### config.mk
export PLATFORM = sky130hd
export DESIGN_NAME = moore_seq_detector
export DESIGN_NICKNAME = d
export VERILOG_FILES = /design/src/rtl/moore_seq_detector.sv
export SDC_FILE = /design/constraint.sdc
export NUM_CORES = 1
export LEC_CHECK = 0
export CAP_MARGIN = 20
export CORE_AREA = 2 2 39 41
export DETAILED_ROUTE_END_ITERATION = 6
export DIE_AREA = 0 0 41 43
export GPL_TIMING_DRIVEN = 0
export PLACE_DENSITY = 0.45
export SETUP_SLACK_MARGIN = 0.4
export SYNTH_ARGS = -nofsm -noshare
export SYNTH_HDL_FRONTEND = slang
export SYNTH_SLANG_ARGS = --single-unit
### constraint.sdc
create_clock -name clk -period 1.25 [get_ports clk]
set_input_delay 0.375 -clock clk [delete_from_list [all_inputs] [get_ports clk]]
set_output_delay 0.375 -clock clk [all_outputs]
set_load 0.05 [all_outputs]
### src/rtl/moore_seq_detector.sv
// Moore serial pattern detector with overlap. State Sk means the last k bits received match
// the first k pattern bits (k maximal); q is high only in S_PAT_LEN.
// The transition table is derived at elaboration time from PATTERN/PAT_LEN.
module moore_seq_detector #(
  parameter int unsigned PAT_LEN = 4,
  parameter logic [14:0] PATTERN = 15'b000_0000_0000_1101
) (
  input  logic       clk,
  input  logic       rst,
  input  logic       a,
  output logic       q,
  output logic [3:0] current
);

  localparam logic [3:0] LastSt = 4'(PAT_LEN);

  // Bit idx of the pattern word (bit PAT_LEN-1 is received first).
  function automatic int f_pat_bit(input int idx);
    logic [14:0] t;
    t = PATTERN >> idx;
    return t[0] ? 1 : 0;
  endfunction

  // Longest prefix of the pattern that is a suffix of (first k pattern bits, then a_bit).
  // Codes above PAT_LEN are unreachable and fall back to S0.
  function automatic logic [3:0] f_next(input int k, input int a_bit);
    int best;
    int wi;
    bit ok;
    best = 0;
    if (k <= int'(PAT_LEN)) begin
      for (int j = 1; j <= int'(PAT_LEN); j++) begin
        if (j <= k + 1) begin
          ok = 1'b1;
          for (int i = 0; i < j; i++) begin
            // w[0] is the new bit; w[i] for i >= 1 walks back through the matched prefix.
            wi = (i == 0) ? a_bit : f_pat_bit(int'(PAT_LEN) - k + i - 1);
            if (wi != f_pat_bit(int'(PAT_LEN) - j + i)) ok = 1'b0;
          end
          if (ok) best = j;
        end
      end
    end
    return 4'(best);
  endfunction

  logic [3:0] w_next_tbl [16][2];
  logic [3:0] r_state_q;
  logic [3:0] w_state_d;

  for (genvar gk = 0; gk < 16; gk++) begin : g_state
    for (genvar ga = 0; ga < 2; ga++) begin : g_in
      localparam logic [3:0] NextSt = f_next(gk, ga);
      assign w_next_tbl[gk][ga] = NextSt;
    end
  end

  // Next-state lookup from the elaborated transition table.
  always_comb begin
    w_state_d = 4'd0;
    w_state_d = w_next_tbl[r_state_q][a];
  end

  // State register, asynchronously cleared to S0.
  always_ff @(posedge clk or negedge rst) begin
    if (!rst) begin
      r_state_q <= 4'd0;
    end else begin
      r_state_q <= w_state_d;
    end
  end

  // Moore outputs: functions of the registered state only.
  always_comb begin
    q       = (r_state_q == LastSt);
    current = r_state_q;
  end

endmodule

==> summary.md, run 1 <==
| Metric | Value |
|---|---|
| Status | finished with violations |
| Failing checks | setup timing |
| Initial Util | 13.8% |
| Clk_skew | 0.000540 ns |
| Crit share post-route | 118% |
| Final nets | 46 |
| Synth warn | 0 |
| Final worst slack | -0.221 ns |
| Clock Tree Buf Depth | 2 |
| Vias in the first global route | about 170 |
| Synth Net Count | 26 |
| Total power draw | 1040 uW |
| HP Class | input pin to asynchronous set/reset pin |
| Post-CTS Hold Fix Bufs | 0 |
| Via-to-Cell Ratio | 3.26 |
| Antenna Cells | 0 |
| Switching share of power | 39.5% |
| Post-placement cell area | slightly below 300 um^2 |
| GRT overflow | 0 |
| Synth Register Bits | 3 |
| GP Congestion | approximately 0.55 |
| Detailed-route wire length | 471 um |
| Slew Limit Fails | 0 |
| Drt first pass iters | 1 |
| Worst Setup Start Kind | register |
| Finish-stage setup viols | 3 |
| WL per Instance | 8.72 um |
| Die Ht | roughly 43 um |
| Final Hold Viols | 0 |
| Cell variety after synth | 11 |
| Sequential fraction of the synthesis area | 39.2% |
| Std-Cell Rows | 14 |
| Post-synth top area cell | dfrtp_1 |
| Sequential cell area | 78.8 um^2 |
| Cells after Synth | 19 |
| Area occupied by multi-input gates | 131 um^2 |
| Crit path kind | register to output port |
| DIE AREA | 1760 um^2 |
| Top cells by area, synth | dfrtp_1 (39%), ha_1 (26%), mux2i_1 (10%), buf_4 (3.9%), inv_1 (3.9%) |
| Synth-to-layout area growth | 124% |
| Clock group share of total power | 16.0% |
| Mapped Area | between 150 and 200 um^2 |
| Initial antenna violation count | 0 |
| Flop pwr share | 15.9% |
| CTS Buf Count | 3 |
| Worst-case vdd ir drop | 0.000849 V |
| Max-Cap Viols | 0 |
| Root buf cell | clkbuf_4 |
| Clock sink count | 3 |
| DRC Markers | 0 |
| Post-Syn Area per Cell | 10.1 um^2 |
| Total GRT Usage | 6.34% |
| Largest net degree at the start of global routing | 5 |
| Crit end category | output port |
| Starting DRT DRC Count | 0 |
| Leakage power | between 0.0002 and 0.00025 uW |
| Core area | roughly 1400 um^2 |
| CTS tree | done |
| Fmax | 680 MHz |
| First-pass GRT wire length | a little under 700 um |
| Number of H-tree levels | 1 |
| Worst-Skew Late Latency | roughly 0.23 ns |
| Final Non-Filler Cells | 54 |
| Ports | 8 |
| Net Switching | 413 uW |
| Via Count | 176 |
| Placed cells | 41 |
| Largest fanout on the critical path | 2 |
| Comb pwr share | between 60% and 70% |
| WP data required | 0.88 ns |
| Unrepaired setup endpoints after global routing | true |
| Share of layout cells above drive strength 1 | 68.4% |
| PortBufs | 6 |
| WP data arrival | about 1.1 ns |
| Yosys top cell area share | 39.2% |
| Pwr per Cell Area | 2430 nW/um^2 |
| Clock transition at path regs | 0.04 ns |
| Final Critical Period | 1.47 ns |
| Pint | 632 uW |
| Width of the die | 41 um |
| Filler cells | 139 |
| Design area | between 400 and 500 um^2 |
| Antenna-violating nets left | 0 |
| Max reg flops | 3 |
[stage by stage]
step	setup TNS, ns	hold slack [ns]	utilization (%)	worst slack, ns
2_1_floorplan	-0.105	0.0794	-	-0.105
3_3_place_gp	-1.76	0.479	21.0	-0.658
3_5_place_dp	-1.77	0.492	21.0	-0.679
4_1_cts	-0.333	0.316	28.2	-0.252
5_1_grt	-0.640	0.313	31.0	-0.273
6_report	-0.496	0.324	31.0	-0.221
[synthesized netlist by cell type, drive strengths merged]
cell type / instances
ha: 4
nand2: 1
nand3: 1
inv: 2
conb: 1
nor2: 2
and2: 1
dfrtp: 3
buf: 1
o21ai: 1
mux2i: 2
[final timing paths]
check	from	to	slack, ns	cells past startpoint
hold / removal	rst	current[1]	0.32	1
max in group asynchronous	rst	current[0]	0.77	1
setup reg to reg	current[1]	current[1]	0.03	6
hold reg to reg	current[2]	current[2]	0.60	2
setup / recovery	current[0]	q	-0.22	4
min in group clk	a	current[2]	0.58	3
[power by group through the flow]
stage	Clock [uW]	Combinational, uW	Sequential [uW]
3_5_place_dp	0	413	183
4_1_cts	179	616	169
6_report	167	712	166
3_3_place_gp	0	396	179
2_1_floorplan	0	167	296
5_1_grt	195	765	170
[kinds of logic (layout without fill, tap and decap cells)]
| kind of cell | Yosys count | count (layout) | synth area share (%) |
|---|---|---|---|
| mux | 2 | 2 | 10.5 |
| other cells | 1 | 1 | 1.96 |
| fa+ha+maj | 4 | 4 | 26.1 |
| flops | 3 | 3 | 39.2 |
| compound gates | 1 | 1 | 2.61 |
| buf+inv | 3 | 22 | 7.85 |
| simple gates | 5 | 5 | 11.8 |
[critical path: stages (launching register included)]
cell	delay, ns
dfrtp_2	0.39
inv_2	0.08
ha_4	0.13
and2_4	0.13
buf_8	0.13
[cell type report]
cell class	count	share of cell area, %
Inverter	2	1.75
Sequential cell	3	18.4
Clock buffer	4	6.12
Tap cell	16	4.66
Buffer	1	1.75
Timing Repair Buffer	15	36.7
Multi-Input combinational cell	13	30.6
[layer usage]
metal	up-vias	share of wire (%)	global-route usage, %	wire length [um]
met5	-	0	0	0
met4	0	0	8.00	0
met3	0	3.8	1.57	18
met2	5	54	7.50	253
met1	77	42	7.77	199
li1	94	-	-	-
[cells in the final DEF (no fill, tap or decap)]
cell type / instances
buf_4: 7
buf_8: 4
clkbuf_4: 3
dfrtp_2: 3
buf_6: 3
inv_2: 2
mux2i_1: 2
nor2_1: 2
ha_4: 2
nand3_1: 1
o21ai_1: 1
nand2_1: 1
and2_4: 1
ha_1: 1
ha_2: 1
conb_1: 1
clkbuf_1: 1
dlygate4sd2_1: 1
clkdlybuf4s50_1: 1
[timing repair]
item / CTS / global route
setup buffers: 7 / 2
pin swaps: 3 / 1
cloned: 0 / 0
endpoints found under the setup margin: 7 / 7
resized for setup: 34 / 5
(Power assumes the default switching activity.)
==> run 2: changes to the inputs <==
--- a/config.mk
+++ b/config.mk
@@ -5,6 +5,7 @@
 export SDC_FILE = /design/constraint.sdc
 export NUM_CORES = 1
 export LEC_CHECK = 0
+export ABC_CLOCK_PERIOD_IN_PS = 1250
 export CAP_MARGIN = 20
 export CORE_AREA = 2 2 39 41
 export DETAILED_ROUTE_END_ITERATION = 6
==> results of run 2 <==
The final DEF is identical to that of run 1; final timing and power are the same.
==> run 3: changes to the inputs <==
--- a/config.mk
+++ b/config.mk
@@ -5,14 +5,16 @@
 export SDC_FILE = /design/constraint.sdc
 export NUM_CORES = 1
 export LEC_CHECK = 0
+export ABC_AREA = 1
 export ABC_CLOCK_PERIOD_IN_PS = 1250
 export CAP_MARGIN = 20
 export CORE_AREA = 2 2 39 41
 export DETAILED_ROUTE_END_ITERATION = 6
 export DIE_AREA = 0 0 41 43
 export GPL_TIMING_DRIVEN = 0
-export PLACE_DENSITY = 0.45
+export PLACE_DENSITY = 0.46
 export SETUP_SLACK_MARGIN = 0.4
 export SYNTH_ARGS = -nofsm -noshare
 export SYNTH_HDL_FRONTEND = slang
 export SYNTH_SLANG_ARGS = --single-unit
+export TNS_END_PERCENT = 1
==> run 3 against run 2 <==
Net effect: clock skew is 0.0040 ns higher; critical path type unchanged; critical endpoint unchanged; critical path depth is 1 higher; register-to-register slack better by 0.04 ns; clock-buffer cell count stayed put; clock power is 4% higher; maximum frequency is 2.9% lower; sequential share of layout area is 2.4 points higher; the flow still finishes with violations (setup timing).
==> summary.md, run 3 <==
| Metric | Value |
|---|---|
| Status | finished with violations |
| Failing checks | setup timing |
| DIE AREA | 1760 um^2 (unchanged) |
| Delay of the slowest cell on the worst path | 0.42 ns (+0.03 ns) |
| Wire length on met3 | 28 um (+56%) |
| Root buf cell | clkbuf_4 |
| Width of the die | 41 um (unchanged) |
| Max-Cap Viols | 0 (unchanged) |
| Initial antenna violation count | 0 (unchanged) |
| Synth warn | 0 (unchanged) |
| Worst Setup Start Kind | register |
| PortBufs | 6 (unchanged) |
| Post-Syn Area per Cell | 8.13 um^2 (-19%) |
| FF-to-FF path depth | 8 (+2) |
| Filler cells | 156 (+12%) |
| Core area | 1380 um^2 (unchanged) |
| Starting DRT DRC Count | 3 (+3) |
| Area occupied by multi-input gates | 130 um^2 (-0.95%) |
| Via-to-Cell Ratio | 3.75 (+15%) |
| Post-synth top area cell | dfrtp_1 |
| Slew Limit Fails | 0 (unchanged) |
| WP data required | 0.88 ns (about the same) |
| Antenna-violating nets left | 0 (unchanged) |
| Worst-case vdd ir drop | 0.000659 V (-22%) |
| Count leader, synth | inv_1 |
| Clk_skew | 0.00454 ns (+0.00400 ns) |
| DP HPWL | approximately 320 um |
| Post-synth top cells | inv_1 (6), nand2_1 (5), ha_1 (4), dfrtp_1 (3), nand3_1 (2) |
| Number of H-tree levels | 1 (unchanged) |
| Die Ht | 43 um (unchanged) |
| Commonest non-fill, non-tap cells in the layout | buf_4 (6), inv_2 (4), nand2_1 (4) |
| GRT overflow | 0 (unchanged) |
| Slowest CP cell | dfrtp_2 |
| Synth Register Bits | 3 (unchanged) |
| Share of layout cells above drive strength 1 | 65.0% (-3.4 points) |
| Crit end category | output port |
| Pint | 488 uW (-23%) |
| Vias in the first global route | 199 (+16%) |
| Cell variety after synth | 11 (unchanged) |
| HP Class | input pin to asynchronous set/reset pin |
| Finish-stage setup viols | 4 (+1) |
| Synth-to-layout area growth | 79.9% |
| Ys async rst share | 100% (unchanged) |
| Largest net degree at the start of global routing | 5 (unchanged) |
| WL per Instance | 9.11 um (+4.4%) |
| Yosys top cell area share | 35.5% (-3.7 points) |
| Detailed-route wire length | 510 um (+8.3%) |
| Ports | 8 (unchanged) |
| Clock transition at path regs | 0.04 ns (about the same) |
| R2R Setup Slk | 0.07 ns (+0.04 ns) |
| RR Startpoint | current[0] |
| Final nets | 48 (+4.3%) |
| Antenna Cells | 0 (unchanged) |
| Cells after Synth | 26 (+7) |
| Post-CTS Hold Fix Bufs | 0 (unchanged) |
| GP Congestion | 0.623 (+13%) |
| DRC Markers | 0 (unchanged) |
| CTS Buf Count | 3 (unchanged) |
| Clock sink count | 3 (unchanged) |
| Final Critical Period | 1.52 ns (+0.0446 ns) |
| Crit share post-route | 121% (+3.6 points) |
| Worst slack, placed | -0.681 ns (-0.00263 ns) |
| Std-Cell Rows | 14 (unchanged) |
| Drt first pass iters | 4 (+3) |
| Top Metal Used | met3 |
| Final Hold Viols | 0 (unchanged) |
| Total GRT Usage | 6.82% (+0.48 points) |
| Unrepaired setup endpoints after global routing | true |
| Switching share of power | 45.9% (+6.4 points) |
| WP data arrival | 1.14 ns (+0.04 ns) |
| Critical path buffers and inverters | 3 (+1) |
| R2R Path End | current[1] |
| Clock Tree Buf Depth | 2 (unchanged) |
| CTS tree | done |
| Flop pwr share | 19.7% (+3.8 points) |
| Synth Net Count | 33 (+27%) |
| Clock group share of total power | 19.2% (+3.2 points) |
| Final TNS setup | -0.514 ns (-0.0178 ns) |
| Via Count | 210 (+19%) |
| Most common cell after layout, fill and taps aside | buf_4 |
| Net Switching | 413 uW (+0.20%) |
| Max reg flops | 3 (unchanged) |
| Post-synth top flop | dfrtp_1 |
| Critical-path cell list | inv_2 > ha_4 > nand2_4 > clkinvlp_4 > buf_8 |
| Sequential fraction of the synthesis area | 35.5% (-3.7 points) |
| Sequential cell area | 78.8 um^2 (unchanged) |
| Top cells by area, synth | dfrtp_1 (36%), ha_1 (24%), inv_1 (11%), nand2_1 (8.9%), nand3_1 (4.7%) |
| Comb pwr share | 61.1% (-7.1 points) |
| WL met1 | 193 um (-3.0%) |
| Routed wl met2 | 287 um (+13%) |
| Final worst slack | -0.266 ns (-0.0446 ns) |
| Mapped Area | 211 um^2 (+10%) |
| Initial Util | 15.3% (+1.4 points) |
| CP top delay family | flip-flops |
| Crit path kind | register to output port |
| Worst-Skew Late Latency | 0.24 ns (about the same) |
| First-pass GRT wire length | 731 um (+8.1%) |
| Leakage power | 0.000194 uW (-5.2%) |
| Largest fanout on the critical path | 3 (+1) |
| Fmax | 660 MHz (-2.9%) |
| Total power draw | 902 uW (-14%) |
| EDFF count, synth | 0 (unchanged) |
| Pwr per Cell Area | 2370 nW/um^2 (-2.6%) |
## run 3: changes by cell type after synthesis
cell	before	now
inv_2	0	1
nand2_1	1	5
nand3_2	0	1
nand3_1	1	2
inv_1	2	6
nor2_1	2	1
and2_1	1	0
nand2_2	0	1
o21ai_1	1	0
mux2i_1	2	0
## run 3: worst reg2reg max path, stage by stage, from the launching register on
cell,delay [ns]
dfrtp_2,0.38
inv_2,0.06
buf_4,0.13
buf_4,0.13
ha_2,0.17
inv_2,0.04
nand2_1,0.05
nand3_2,0.06
nand2_1,0.05
## run 3: cell families (layout without fill, tap and decap cells)
family	after synthesis	count (layout)	share of synthesized area [%]
and+or+nand+nor	10	10	23.1
buffers and inverters	8	22	16.0
adders and majority gates	4	4	23.7
DFF	3	3	35.5
other	1	1	1.77
## run 3: worst max-delay path by stage
stage / startpoint / to / slack [ns] / cells past startpoint
after floorplan: current[1] / q / -0.22 / 4
after global placement: current[1] / q / -0.68 / 5
after detailed placement: current[1] / q / -0.68 / 5
after CTS: current[0] / current[0] / -0.29 / 1
after global routing: current[0] / q / -0.31 / 5
final: current[1] / q / -0.27 / 5
## run 3: power groups by stage
stage	registers (uW)	logic (uW)	clock network [uW]
floorplan	288	213	0
CTS	183	486	183
detailed placement	183	441	0
global placement	184	446	0
global route	183	600	194
finish	177	551	173
## run 3: metal layers
layer	global-route usage, %	vias up
met1	6.09	102
met5	0	-
met3	1.57	0
met4	10.0	0
li1	-	101
met2	9.69	7
## run 3: what timing repair did
| item | 4_1_cts | 5_1_grt |
|---|---|---|
| pin swaps | 4 | 2 |
| endpoints found under the setup margin | 7 | 7 |
| resized for setup | 20 | 7 |
| setup buffers | 2 | 2 |
## run 3: layout make-up
class / instances / area share [%]
repair buffers: 10 / 23.0
multi-input cells: 15 / 34.2
plain buffers: 1 / 1.97
clock buffers: 4 / 6.91
well taps: 16 / 5.26
inverters: 7 / 7.89
flip-flops and latches: 3 / 20.7
## run 3: per-stage QoR
step                hold WS [ns]  cell area (um^2)  utilization [%]  std cells
floorplan                 0.0794               233                -         26
global placement           0.570               313             22.6         48
detailed placement         0.570               313             22.6         48
CTS                        0.316               360             26.0         54
global route               0.323               380             27.5         56
finish                     0.321               380             27.5         56
